## src/rtl/score_bram_step_scheduler.sv

```systemverilog
// Round-robin share of one score BRAM port among diffusion engines,
// with a global step barrier that advances l_step once all engines finish.
module score_bram_step_scheduler #(
  parameter int NUM_ENG    = 4,
  parameter int ADDR_WIDTH = 13,
  parameter int DATA_WIDTH = 32,
  parameter int MAX_STEPS  = 7
) (
  input  logic                          clk,
  input  logic                          rst_n,
  input  logic                          start,
  input  logic [NUM_ENG-1:0]            eng_req,
  input  logic [NUM_ENG-1:0]            eng_we,
  input  logic [NUM_ENG*ADDR_WIDTH-1:0] eng_addr,
  input  logic [NUM_ENG*DATA_WIDTH-1:0] eng_wdata,
  input  logic [NUM_ENG-1:0]            eng_done,
  output logic [NUM_ENG-1:0]            eng_rdy,
  output logic [NUM_ENG-1:0]            eng_conflict,
  output logic [NUM_ENG-1:0]            eng_rvalid,
  output logic [DATA_WIDTH-1:0]         eng_rdata,
  output logic [ADDR_WIDTH-1:0]         bram_addr,
  output logic                          bram_we,
  output logic [DATA_WIDTH-1:0]         bram_wdata,
  input  logic [DATA_WIDTH-1:0]         bram_rdata,
  output logic [DATA_WIDTH-1:0]         l_step,
  output logic                          busy,
  output logic                          all_done
);

  localparam int PW = (NUM_ENG > 1) ? $clog2(NUM_ENG) : 1;

  typedef enum logic [1:0] {
    S_IDLE,
    S_RUN,
    S_SYNC,
    S_DONE
  } state_t;

  state_t                  r_state;
  logic [PW-1:0]           r_rr;
  logic [NUM_ENG-1:0]      r_done;
  logic [NUM_ENG-1:0]      r_rvalid;
  logic [DATA_WIDTH-1:0]   r_step;
  logic [ADDR_WIDTH-1:0]   r_addr;

  logic                    w_run;
  logic [NUM_ENG-1:0]      w_elig;
  logic [NUM_ENG-1:0]      w_gnt;
  logic                    w_found;
  logic [PW-1:0]           w_gidx;
  logic [PW-1:0]           w_rr_nxt;
  logic                    w_gwe;
  logic                    w_barrier;
  int                      w_idx;

  assign w_run     = (r_state == S_RUN);
  assign w_elig    = eng_req & {NUM_ENG{w_run}} & ~r_done;
  assign w_barrier = &(r_done | eng_done);

  // first eligible engine at or after the round-robin pointer
  always_comb begin
    w_found = 1'b0;
    w_gidx  = '0;
    w_idx   = 0;
    for (int k = 0; k < NUM_ENG; k++) begin
      w_idx = int'(r_rr) + k;
      if (w_idx >= NUM_ENG) w_idx = w_idx - NUM_ENG;
      if (!w_found && w_elig[w_idx]) begin
        w_found = 1'b1;
        w_gidx  = PW'(w_idx);
      end
    end
  end

  assign w_gnt    = w_found ? (NUM_ENG'(1) << w_gidx) : '0;
  assign w_gwe    = w_found & eng_we[w_gidx];
  assign w_rr_nxt = (w_gidx == PW'(NUM_ENG - 1)) ? '0 : w_gidx + 1'b1;

  assign bram_addr  = w_found ? eng_addr[w_gidx*ADDR_WIDTH +: ADDR_WIDTH]
                              : r_addr;
  assign bram_we    = w_gwe;
  assign bram_wdata = w_found ? eng_wdata[w_gidx*DATA_WIDTH +: DATA_WIDTH]
                              : '0;

  assign eng_rdy      = {NUM_ENG{w_run}};
  assign eng_conflict = w_elig & ~w_gnt;
  assign eng_rvalid   = r_rvalid;
  assign eng_rdata    = bram_rdata;
  assign l_step       = r_step;
  assign busy         = (r_state == S_RUN) || (r_state == S_SYNC);
  assign all_done     = (r_state == S_DONE);

  always_ff @(posedge clk) begin
    if (!rst_n) begin
      r_state  <= S_IDLE;
      r_rr     <= '0;
      r_done   <= '0;
      r_rvalid <= '0;
      r_step   <= '0;
      r_addr   <= '0;
    end else begin
      r_rvalid <= w_gnt & ~eng_we;
      if (w_found) begin
        r_rr   <= w_rr_nxt;
        r_addr <= bram_addr;
      end
      unique case (r_state)
        S_IDLE, S_DONE: begin
          if (start) begin
            r_state <= S_RUN;
            r_step  <= '0;
            r_done  <= '0;
          end
        end
        S_RUN: begin
          r_done <= r_done | eng_done;
          if (w_barrier) r_state <= S_SYNC;
        end
        S_SYNC: begin
          r_done <= '0;
          if (r_step == DATA_WIDTH'(MAX_STEPS - 1)) begin
            r_state <= S_DONE;
          end else begin
            r_step  <= r_step + 1'b1;
            r_state <= S_RUN;
          end
        end
        default: r_state <= S_IDLE;
      endcase
    end
  end

endmodule

```

## config.mk

```make
export PLATFORM = sky130hd
export DESIGN_NAME = score_bram_step_scheduler
export DESIGN_NICKNAME = d
export VERILOG_FILES = /design/src/rtl/score_bram_step_scheduler.sv
export SDC_FILE = /design/constraint.sdc
export NUM_CORES = 1
export LEC_CHECK = 0
export ABC_AREA = 1
export ABC_CLOCK_PERIOD_IN_PS = 6500
export BUFFER_PORTS_ARGS = -buffer_cell sky130_fd_sc_hd__clkbuf_2
export CAP_MARGIN = 5
export CORE_MARGIN = 1
export CORE_UTILIZATION = 30
export CTS_CLUSTER_SIZE = 30
export DETAILED_ROUTE_END_ITERATION = 7
export GPL_ROUTABILITY_DRIVEN = 1
export PLACE_DENSITY = 0.58
export SLEW_MARGIN = 20
export SYNTH_ARGS = -nofsm -noshare
export SYNTH_HDL_FRONTEND = slang
export SYNTH_SLANG_ARGS = --single-unit
export TNS_END_PERCENT = 50
```

## constraint.sdc

```tcl
create_clock -name clk -period 6.5 [get_ports clk]
set_input_delay 1.625 -clock clk [delete_from_list [all_inputs] [get_ports clk]]
set_output_delay 1.625 -clock clk [all_outputs]
set_load 0.005 [all_outputs]
```

# [Word level (Yosys, flattened, before mapping)]
# Cells that the tools add are included.
[classes] div_mod_pow=0 mul=1 n_shift=3 n_reduce_logical=13 add_sub_neg=9 bitwise_logic=9 n_mux=39 order_cmp=9 eq_ne=8
[ops] cell="two-way mux 32 bit" n=7
[ops] cell="less-than comparator 32 x 4 -> 1 bit (second input constant)" n=4
[ops] cell="indexed part select 128 x 8 -> 32 bit" n=1
[ops] cell="one-hot mux 32 bit (2 select lines)" n=1
[ops] cell="indexed part select 52 x 7 -> 13 bit" n=1
[ops] cell="adder 32 x 1 -> 32 bit (second input constant)" n=1
[ops] cell="== test 32 x 3 -> 1 bit (second input constant)" n=1
[ops] cell="bitwise AND 4 bit" n=4
[ops] cell="two-way mux 2 bit" n=8
[ops] cell="two-way mux 1 bit" n=13
[ops] cell="two-way mux 13 bit" n=1
[ops] cell="inverter 4 bit" n=3
[ops] cell="one-hot mux 4 bit (3 select lines)" n=1
[ops] cell="subtractor 3 x 3 -> 4 bit (second input constant)" n=3
[ops] cell="binary-select mux 1 bit (select 2 bit)" n=5
[ops] cell="greater-or-equal comparator 3 bit (second input constant)" n=3
[ops] cell="two-way mux 4 bit" n=2
[ops] cell="adder 2 x 2 -> 3 bit (second input constant)" n=2
[ops] cell="== test 2 bit (second input constant)" n=3
[ops] cell="multiplier 2 x 4 -> 6 bit (second input constant)" n=1
[ops] cell="one-hot mux 2 bit (3 select lines)" n=1
[ops] cell="!= test 2 bit (second input constant)" n=2
[ops] cell="OR 4 bit" n=1
[ops] cell="AND reduction 4 bit" n=1
[ops] cell="other kinds (17)" n=21
[word_totals] rom_bits=0 mem_count=0 reg_bits=57 in_bits=227 latch_bits=0 wordCells=97 output_inout_bits=124 ramBits=0

# [Longest topological paths before layout]
# Gate-level depths: netlist of the first run.
[logic_depth] depth_word=20 depth_mapped=17 ltp_nobuf=16

# [Worst setup path after synthesis of the first run]
# OpenSTA, ideal clock, no wires.
[synth_timing] path_type="input to output" from="input port eng_req[0]" to="output port eng_conflict[3]" slack_ps=1796 stages=13 required_time_ps=4875 arrival_time_ps=3079 n_path_buf=2 path_cell_list="nand3_1 nand2_1 nand2_1 nand2_1 nand2_2 nand3_1 nand3_2 nand2_4 buf_6 buf_6 inv_2 ha_1 a21oi_1"
[synth_via] elab_chain_len=19 elab_cells_between_ends=32 cone_classes="shift (1); mux (21); bitwise (4); reduce/logical (6)"
[synth_lines] item="start: declaration" line_no="12" rtl="input logic [NUM_ENG-1:0] eng_req,"
[synth_lines] item="bitwise AND 4 bit * (2 in a row)" line_no="57" rtl="assign w_elig = eng_req & {NUM_ENG{w_run}} & ~r_done;"
[synth_lines] item="binary-select mux 1 bit (select 2 bit)" line_no="68" rtl="if (!w_found && w_elig[w_idx]) begin"
[synth_lines] item="two-way mux 1 bit (implied by the code) (2 in a row)" line_no="68"
[synth_lines] item="two-way mux 1 bit" line_no="68"
[synth_lines] item="logical NOT 1 bit" line_no="68"
[synth_lines] item="logical AND 1 bit" line_no="68"
[synth_lines] item="two-way mux 1 bit" line_no="68"
[synth_lines] item="logical NOT 1 bit" line_no="68"
[synth_lines] item="logical AND 1 bit" line_no="68"
[synth_lines] item="two-way mux 1 bit" line_no="68"
[synth_lines] item="logical NOT 1 bit" line_no="68"
[synth_lines] item="logical AND 1 bit" line_no="68"
[synth_lines] item="two-way mux 2 bit" line_no="68"
[synth_lines] item="left shift 1 x 2 -> 4 bit" line_no="75" rtl="assign w_gnt = w_found ? (NUM_ENG'(1) << w_gidx) : '0;"
[synth_lines] item="two-way mux 4 bit *" line_no="75"
[synth_lines] item="inverter 4 bit *" line_no="86" rtl="assign eng_conflict = w_elig & ~w_gnt;"
[synth_lines] item="bitwise AND 4 bit *" line_no="86"
[synth_lines] item="end: declaration" line_no="18" rtl="output logic [NUM_ENG-1:0] eng_conflict,"
# Every way passes the cells marked *; elsewhere a longest branch is shown, timed or not. The select of a mux whose other input is x is not followed.

# [Final worst setup path of the first run]
[layout_timing] from="input port eng_req[1]" to="output port bram_wdata[2]"
[layout_via] elab_chain_len=17 elab_cells_between_ends=30 cone_classes="shift (1); mux (21); bitwise (2); reduce/logical (6)"
[layout_lines] item="bitwise AND 4 bit * (2 in a row)" line_no="57"
[layout_lines] item="binary-select mux 1 bit (select 2 bit)" line_no="68"
[layout_lines] item="two-way mux 1 bit (implied by the code) (2 in a row)" line_no="68"
[layout_lines] item="two-way mux 1 bit" line_no="68"
[layout_lines] item="logical NOT 1 bit" line_no="68"
[layout_lines] item="logical AND 1 bit" line_no="68"
[layout_lines] item="two-way mux 1 bit" line_no="68"
[layout_lines] item="logical NOT 1 bit" line_no="68"
[layout_lines] item="logical AND 1 bit" line_no="68"
[layout_lines] item="two-way mux 1 bit" line_no="68"
[layout_lines] item="logical NOT 1 bit" line_no="68"
[layout_lines] item="logical AND 1 bit" line_no="68"
[layout_lines] item="two-way mux 2 bit" line_no="68"
[layout_lines] item="indexed part select 128 x 8 -> 32 bit" line_no="82" rtl="assign bram_wdata = w_found ? eng_wdata[w_gidx*DATA_WIDTH +: DATA_WIDTH]"
[layout_lines] item="two-way mux 32 bit *" line_no="82"
[layout_lines] item="end: declaration" line_no="23" rtl="output logic [DATA_WIDTH-1:0] bram_wdata,"
# Marked as above.

==> results.md, run 1 <==
- Status: completed
- Sequential power share: 12.2%
- DR vias: 7042
- Longest Clk Path Bufs: 2
- Setup-failing EPs final: 0
- Crit. End Element: output pin
- Area Overhead vs Synth: 27.0%
- Clock network power share: 13.8%
- Clk_lat worst skew: 340 ps
- Final Hold Vio Count: 0
- HPWL after DPL: 18500 µm
- Nets: 1437
- Tcrit/Tclk final: 86.1%
- Yosys warning total: 0
- Worst Path Arrival: 3970 ps
- Register area share after synthesis: 19.9%
- Crit-path max FO: 55
- H-tree Lvls: 3
- Routed Wire Length: 23200 µm
- Starting density of the core: 30.7%
- Slew Limit Fails: 0
- Setup bufs post-CTS: 0
- Area share of the leading cell type in the synthesized netlist: 19.9%
- Layout cells sized above 1: 29.6%
- Fillers: 2155
- Pwr Total: 3.51 mW
- CP startpoint kind: primary input
- GR Util All Layers: 23.2%
- Initial antenna violation count: 2
- DRT antenna net count: 0
- Netlist cell types: 33
- Largest net degree at the start of global routing: 64
- Chip height: 140 µm
- CP required: 4880 ps
- Global-route wire length before repair: 34800 µm
- CTS sink count: 57
- Hold path depth: 2
- Worst slew pin tran: 571 ps
- Synth Net Count: 1220
- Total congestion overflow: 0
- FF-to-FF path depth: 11
- TNS Setup: 0 ps
- Hold bufs inserted after CTS: 0
- P_leak: 3.75 nW
- Power density cells: 481 nW/µm²
- Starting DRC count in detailed routing: 435
- Tmin final: 5600 ps
- Top area cells in the synthesized netlist: dfxtp_1, inv_1, nand2_1, a21oi_1, nand3_1
- Vias per cell: 4.88
- Post-Synthesis Cells: 985
- Number of global-route vias before repair: 6378
- Synth Area per Inst: 5.83 µm²
- DR pass1 iterations: 5
- Critical path class: primary input to output pin
- Reg2reg end: l_step[6]$_SDFFE_PN0P_
- Combinational power share: 74.0%
- Routability cong.: 0.911
- Worst hold start: r_state[0]$_SDFFE_PN0P_
- Core Area: 18700 µm²
- Max cap viols: 0
- Drt wl/cell: 16.1 µm
- CTS Buf Count: 9
- Fmax: 0.179 GHz
- # resized after CTS: 0
- Worst r2r src: r_state[1]$_SDFFE_PN0P_
- Reg2reg setup slack: 3020 ps
- HP Class: flop to flop
- Synth Register Bits: 57
- Final Skew: 9.44 ps
- DRC: 0
- Clock Root Buffer: clkbuf_16
- CTS tree: done
- Cell Rows: 50
- Relative slew slack: 61.7%
- Die area: 19700 µm²
- Hold Path Sink: r_state[0]$_SDFFE_PN0P_
- Port buffer count: 286
- Unrepaired setup endpoints after global routing: no
- Sw Share: 53.5%
- Die span in x: 140 µm
- P_int: 1.63 mW
- Leading area contributor after synthesis: dfxtp_1
- Sw Pwr: 1.88 mW
- Io pins: 351
- Mapped Area: 5740 µm²
- IR drop worst, VDD: 0.240 mV
- Clock transition at the registers of the reported paths: 50 ps
-- area by class of cell --
| type | instances | area [µm²] | share of cell area (%) |
|---|---|---|---|
| Multi-Input combinational cell | 663 | 3370 | 46.2 |
| Timing Repair Buffer | 295 | 1520 | 20.9 |
| Sequential cell | 57 | 1140 | 15.6 |
| Inverter | 176 | 661 | 9.06 |
| Tap cell | 234 | 293 | 4.01 |
| Clock buffer | 11 | 243 | 3.33 |
| Clock inverter | 5 | 55.1 | 0.755 |
| Antenna cell | 2 | 5.00 | 0.0686 |
-- critical path: stages --
cell and delay (ps):
clkbuf_2 100, nand3_1 120, nand2_1 90, nand2_1 120, nand2_1 70, nand2_2 120, nand4_2 120, nand2_4 280
nand2_8 290, buf_4 320, a21oi_1 140, o21ai_0 100, a21oi_1 270, clkbuf_2 180
-- metrics by stage --
step / cell area (µm²) / hold slack [ps] / utilization (%) / cells / worst slack (ps)
final: 7290 / 509 / 39.0 / 1443 / 904
after global routing: 7290 / 532 / 39.0 / 1443 / 591
after CTS: 7290 / 510 / 39.0 / 1441 / 899
after detailed placement: 6990 / 501 / 37.4 / 1425 / 895
after global placement: 6990 / 501 / 37.4 / 1425 / 916
after floorplan: 5740 / 469 / - / 985 / 1800
-- logic make-up after synthesis --
| kind of cell | after synthesis | synth area share [%] |
|---|---|---|
| DFF | 57 | 19.9 |
| and+or+nand+nor | 419 | 33.2 |
| muxes | 1 | 0.174 |
| xor gates and xnor gates | 17 | 2.59 |
| buffers and inverters | 265 | 21.6 |
| AOI/OAI and AO/OA | 218 | 20.8 |
| adders and majority gates | 8 | 1.74 |
-- flip-flops by register name (all words and copies together), names as in the netlist --
| name | cells |
|---|---|
| r_addr | 13 |
| l_step | 32 |
| r_done | 4 |
| r_state | 2 |
| eng_rvalid | 4 |
| r_rr | 2 |
-- metal layers --
metal	GRT usage, %	vias up	part of all wire, %
met2	38.6	274	47
li1	-	3588	-
met3	6.02	30	7.8
met5	0	-	0
met4	8.21	0	2.0
met1	28.7	3150	43
-- synthesized netlist by cell type --
library cell	number
nor2_4	2
buf_2	21
a21oi_1	109
nor2_2	1
nand3_1	97
nand4_2	2
nor3_1	23
nand2_1	166
o21ai_1	51
ha_1	8
nor2_1	77
nand4_1	15
inv_2	6
xnor2_1	3
a21oi_2	24
a211oi_1	5
o21ai_0	28
nor4_1	12
nand2_2	4
clkbuf_1	19
or2_2	3
buf_6	9
nand2_4	2
mux2i_1	1
or2_0	11
inv_1	169
buf_4	40
a211o_1	1
xor2_1	14
dfxtp_1	57
nand3_2	3
clkinv_1	1
nor3b_1	1
-- power by group through the flow --
stage | Sequential (mW) | Combinational, mW | Clock (mW)
after floorplan | 0.419 | 1.78 | 0
after global placement | 0.433 | 2.59 | 0
after detailed placement | 0.434 | 2.60 | 0
after CTS | 0.426 | 2.61 | 0.498
after global routing | 0.432 | 2.87 | 0.514
final | 0.426 | 2.60 | 0.485
-- cells in the final DEF, fill, tap and decap left out, types with 2 or more instances in the layout --
master and instances:
inv_2 6, buf_4 7, a21oi_1 109, o21ai_1 51
clkinvlp_4 2, nor2_4 2, inv_1 169, o21ai_0 28
clkinv_2 2, nand3_2 3, nand2_2 4, xnor2_1 3
diode_2 2, nand2_1 166, nor2_1 77, a21oi_2 24
nand3_1 97, dfxtp_1 57, or2_2 3, nand4_2 2
buf_12 2, clkbuf_16 9, or2_0 11, a211oi_1 5
ha_1 8, clkbuf_2 286, xor2_1 14, nor3_1 23
nor4_1 12, nand4_1 15
-- worst max path at each step --
stage	from	end	slack [ps]	depth (start not counted)
final	eng_req[1]	bram_wdata[2]	900	14
after global routing	eng_req[0]	bram_wdata[3]	590	14
after CTS	eng_req[1]	bram_wdata[2]	900	14
after detailed placement	eng_req[1]	bram_wdata[2]	890	14
after global placement	eng_req[1]	bram_wdata[6]	920	14
after floorplan	eng_req[0]	eng_conflict[3]	1800	13
(Power assumes the default switching activity.)
==> run 2: changes to the inputs <==
--- a/config.mk
+++ b/config.mk
@@ -15,6 +15,7 @@
 export DETAILED_ROUTE_END_ITERATION = 7
 export GPL_ROUTABILITY_DRIVEN = 1
 export PLACE_DENSITY = 0.58
+export RECOVER_POWER = 50
 export SLEW_MARGIN = 20
 export SYNTH_ARGS = -nofsm -noshare
 export SYNTH_HDL_FRONTEND = slang
==> run 2 against run 1 <==
Net effect:
- the flow now finishes with violations (capacitance limit, slew limit)
- register-to-register slack got worse by 1300 ps
- flip-flop and latch count unchanged
- global-route usage did not move
- combinational power barely moved
- non-clock buffer count stayed put
- utilization decreased by 0.14 points
- final cell count is the same
- final area fell by 0.36%
- die area unchanged
- first-iteration DRC count shrank 6.2%
- count of clock-buffer cells in the layout did not move
- via count is essentially flat
- critical path type unchanged
- critical endpoint is now bram_addr[10]
- highest routed layer unchanged
==> results.md, run 2 (synthesized netlist as in run 1, its figures left out) <==
- Vias per cell: 4.88
- Clock Root Buffer: clkbuf_16
- CP bufs+invs: 4
- Status: complete, but fails checks
- Max cap viols: 1
- Commonest non-fill, non-tap cell in the layout: clkbuf_2
- DR vias: 7040
- Die span in x: 140 µm
- Nets: 1437
- Cell Rows: 50
- Setup bufs post-CTS: 0
- Routability cong.: 0.911
- Total congestion overflow: 0
- Clk_lat worst skew: 340 ps
- Crit-path max cell delay: 360 ps
- CP required: 4880 ps
- Tcrit/Tclk final: 85.9%
- Largest net degree at the start of global routing: 64
- Final Skew: 8.89 ps
- HPWL after DPL: 18500 µm
- Slew Limit Fails: 39
- Largest register FFs: 32
- Crit path top cell by count: nand2_1
- Chip height: 140 µm
- FF-to-FF path depth: 11
- Relative slew slack: -8.34%
- Pre-CTS WS: 895 ps
- P_leak: 3.68 nW
- Worst slew pin tran: 1630 ps
- Io pins: 351
- Crit. End Element: output pin
- HP Class: flop to flop
- CTS tree: done
- Die area: 19700 µm²
- Hold path depth: 2
- Worst Path Arrival: 3960 ps
- Hold bufs inserted after CTS: 0
- GR Util All Layers: 23.2%
- Crit. Startpoint: eng_req[0]
- DR pass1 iterations: 5
- DRC: 0
- CTS sink count: 57
- Port buffer count: 286
- Area Overhead vs Synth: 26.5%
- Slowest cell on crit path: nand2_8
- Worst r2r src: r_state[1]$_SDFFE_PN0P_
- Most frequent cells in the layout: clkbuf_2, inv_1, nand2_1, a21oi_1, nand3_1
- Initial antenna violation count: 2
- Unrepaired setup endpoints after global routing: no
- Fmax: 0.179 GHz
- Final Hold Vio Count: 0
- Clock transition at the registers of the reported paths: 50 ps
- IR drop worst, VDD: 0.240 mV
- Routed Wire Length: 23200 µm
- Critical Path, Cell by Cell: clkbuf_2 > nand3_1 > nand2_1 > nand2_1 > nand2_1 > nand2_2 > a21oi_2 > nand2_4 > nand2_8 > buf_12 > nand2_1 > nand3_1 > nand3_1 > nand2_1 > inv_1 > clkbuf_2
- CTS Buf Count: 9
- DRT antenna net count: 0
- Crit-path max FO: 63
- Critical path class: primary input to output pin
- Power density cells: 482 nW/µm²
- WP depth: 16
- Core Area: 18700 µm²
- CP startpoint kind: primary input
- Starting DRC count in detailed routing: 408
- Layout cells sized above 1: 28.0%
- Violations in the final reports: capacitance limit, slew limit
- Fillers: 2155
- TNS Setup: 0 ps
- Number of global-route vias before repair: 6378
- Tmin final: 5590 ps
- # resized after CTS: 0
- Longest Clk Path Bufs: 2
- Drt wl/cell: 16.1 µm
- Starting density of the core: 30.7%
- H-tree Lvls: 3
- Global-route wire length before repair: 34800 µm
- Setup-failing EPs final: 0
- Pwr Total: 3.51 mW
- Worst Setup Slack, final: 914 ps
- Worst hold start: r_done[0]$_SDFFE_PN0P_
- Delay-heaviest family, CP: simple AND/OR/NAND/NOR gates
run 2: cell types whose count changed in the layout (fill, tap and decap cells not counted):
| cell | change |
|---|---|
| clkbuf_1 | +19 |
| clkbuf_2 | -18 |
| buf_4 | -1 |
run 2: area by class of cell:
class                   count  area [µm²]  share of cell area [%]
multi-input cells         663        3370                    46.4
well taps                 234         293                    4.03
inverters                 176         661                    9.09
clock inverters             5        55.1                   0.757
clock buffers              11         243                    3.34
flip-flops and latches     57        1140                    15.7
repair buffers            295        1500                    20.6
diodes                      2        5.00                  0.0689
run 2: through the flow:
step / hold WS (ps) / cells / utilization [%] / area, µm²
2_1_floorplan: 469 / 985 / - / 5740
3_5_place_dp: 501 / 1425 / 37.4 / 6990
4_1_cts: 510 / 1441 / 39.0 / 7290
5_1_grt: 532 / 1443 / 38.9 / 7270
3_3_place_gp: 501 / 1425 / 37.4 / 6990
6_report: 508 / 1443 / 38.9 / 7270
run 2: final timing paths:
path / to / slack [ps]
min reg2reg: r_done[0]$_SDFFE_PN0P_ / 510
min: r_done[0]$_SDFFE_PN0P_ / 510
max reg2reg: l_step[6]$_SDFFE_PN0P_ / 1700
max: bram_addr[10] / 910
run 2: where the power goes:
part / internal, mW / switching, mW
combinational: 0.920 / 1.67
sequential: 0.401 / 0.0252
clock: 0.306 / 0.180
total: 1.63 / 1.88
run 2: routing by layer:
metal	share of wire (%)	vias up	track usage, %
li1	-	3588	-
met1	43	3156	28.7
met2	47	267	38.6
met3	7.3	29	6.02
met4	2.0	0	8.21
met5	0	-	0
run 2: worst min-delay path, cell delays in order, from the launching register on:
cell      delay (ps)
dfxtp_1          320
inv_2             70
a211oi_1          60
==> run 3: changes to the inputs <==
--- a/config.mk
+++ b/config.mk
@@ -9,6 +9,7 @@
 export ABC_CLOCK_PERIOD_IN_PS = 6500
 export BUFFER_PORTS_ARGS = -buffer_cell sky130_fd_sc_hd__clkbuf_2
 export CAP_MARGIN = 5
+export CORE_ASPECT_RATIO = 0.75
 export CORE_MARGIN = 1
 export CORE_UTILIZATION = 30
 export CTS_CLUSTER_SIZE = 30
==> run 3 against run 2 <==
Net effect:
- the flow still finishes with violations (capacitance limit, slew limit)
- utilization increased by 0.054 points
- hold slack improved by 9.5 ps
- sequential share of layout area grew 0.054 points
- combinational power is 2% lower
- die area about the same
- non-clock buffer count grew 1
- clock skew down 1.3 ps
- register-to-register slack worse by 300 ps
- flip-flop and latch count did not move
- sequential power hardly changed
- final cell count is 0.83% higher
- via count about the same
- critical endpoint is now bram_addr[9]
- highest routed layer unchanged
==> results.md, run 3 (synthesized netlist as in run 1, its figures left out) <==
- Status: complete, but fails checks
- Violations in the final reports: capacitance limit, slew limit
- CTS Buf Count: 9
- Worst Setup Slack, final: 807 ps
- CTS sink count: 57
- Starting DRC count in detailed routing: 591
- Area Overhead vs Synth: 26.1%
- Global-route wire length before repair: 35200 µm
- CTS tree: done
- Port buffer count: 286
- Multi-input logic area: 3360 µm²
- Cell Rows: 43
- H-tree Lvls: 3
- DR vias: 7035
- Tmin final: 5690 ps
- HPWL after DPL: 17900 µm
- Hold Path Sink: r_state[0]$_SDFFE_PN0P_
- DRT antenna net count: 0
- Hold bufs inserted after CTS: 0
- Clk_lat worst skew: 330 ps
- Longest Clk Path Bufs: 2
- Layout cells sized above 1: 27.2%
- Crit. End Element: output pin
- Total congestion overflow: 0
- Crit-path max FO: 41
- Relative slew slack: -9.00%
- FF-to-FF path depth: 11
- Worst Path Arrival: 4070 ps
- N_diodes: 0
- Hold path depth: 2
- Chip height: 122 µm
- HP Class: flop to flop
- Setup-failing EPs final: 0
- P_leak: 3.65 nW
- Layout Utilization: 38.9%
- Number of global-route vias before repair: 6376
- Hold_ws: 518 ps
- Reg2reg end: l_step[6]$_SDFFE_PN0P_
- Routability cong.: 0.927
- Final Skew: 7.57 ps
- Largest net degree at the start of global routing: 68
- Die area: 19700 µm²
- Worst r2r src: r_state[1]$_SDFFE_PN0P_
- Setup bufs post-CTS: 0
- Largest register FFs: 32
- DR pass1 iterations: 7
- CP startpoint kind: primary input
- # resized after CTS: 0
- Storage element area: 1140 µm²
- Fillers: 2154
- Critical path class: primary input to output pin
- Starting density of the core: 30.9%
- TNS Setup: 0 ps
- Unrepaired setup endpoints after global routing: no
- Power density cells: 471 nW/µm²
- Drt wl/cell: 15.5 µm
- Clock transition at the registers of the reported paths: 60 ps
- Tcrit/Tclk final: 87.6%
- Final Hold Vio Count: 0
- Commonest non-fill, non-tap cell in the layout: clkbuf_2
- Worst slew pin tran: 1640 ps
- Slew Limit Fails: 39
- Worst hold start: r_state[0]$_SDFFE_PN0P_
- Clock Root Buffer: clkbuf_16
- GR Util All Layers: 22.8%
- DRC: 0
- Reg2reg setup slack: 1400 ps
- Core Area: 18600 µm²
- Nets: 1438
- IR drop worst, VDD: 0.243 mV
- Max cap viols: 1
- Io pins: 351
- Pre-CTS WS: 820 ps
- CP required: 4880 ps
- Initial antenna violation count: 1
- Routed Wire Length: 22600 µm
- Most frequent cells in the layout: clkbuf_2, inv_1, nand2_1, a21oi_1, nand3_1
- Die span in x: 162 µm
- Fmax: 0.176 GHz
- Vias per cell: 4.84
## run 3: cell count changes in the layout (fill, tap and decap cells not counted), sizes merged
cell      delta
buf          +4
clkinvlp     -2
diode        -2
bufinv       -1
clkbuf       -1
clkinv       +1
## run 3: final cells by class
cell class | count | share of cell area, %
clock buffers | 13 | 3.59
clock inverters | 3 | 0.207
inverters | 176 | 9.12
multi-input cells | 663 | 46.5
flip-flops and latches | 57 | 15.8
well taps | 247 | 4.27
repair buffers | 296 | 20.6
## run 3: worst max-delay path by stage
stage	slack [ps]	from	endpoint
after floorplan	1800	eng_req[0]	eng_conflict[3]
after global placement	880	eng_req[1]	bram_addr[9]
after detailed placement	820	eng_req[0]	bram_addr[12]
after CTS	810	eng_req[1]	bram_addr[12]
after global routing	530	eng_req[0]	bram_addr[5]
final	810	eng_req[0]	bram_addr[9]
## run 3: power by group
part           switching, mW  internal, mW
Clock                  0.164         0.277
Sequential            0.0264         0.401
Combinational           1.62         0.924
Total                   1.81          1.60
## run 3: critical path, stage by stage
cell      delay [ps]
clkbuf_2         100
nand3_1          120
nand2_1          120
nand2_1          110
nand2_1           90
nand2_2          100
a21oi_2          180
nand2_4          210
nand2_4          480
buf_4            360
nand2_1           80
nand3_1           80
nand3_1          110
nand2_1          120
inv_1             50
clkbuf_2         100
## run 3: per-stage QoR
step / area (µm²) / power [mW] / cells
after floorplan: 5740 / 2.20 / 985
after global placement: 7010 / 2.98 / 1439
after detailed placement: 7010 / 2.99 / 1439
after CTS: 7280 / 3.45 / 1455
after global routing: 7240 / 3.76 / 1455
final: 7240 / 3.41 / 1455
## run 3: per-layer routing
| metal | track usage (%) | share of wire, % | up-vias |
|---|---|---|---|
| li1 | - | - | 3572 |
| met1 | 32.9 | 49 | 3133 |
| met2 | 34.2 | 42 | 308 |
| met3 | 5.75 | 8.4 | 22 |
| met4 | 4.01 | 0.99 | 0 |
| met5 | 0 | 0 | - |
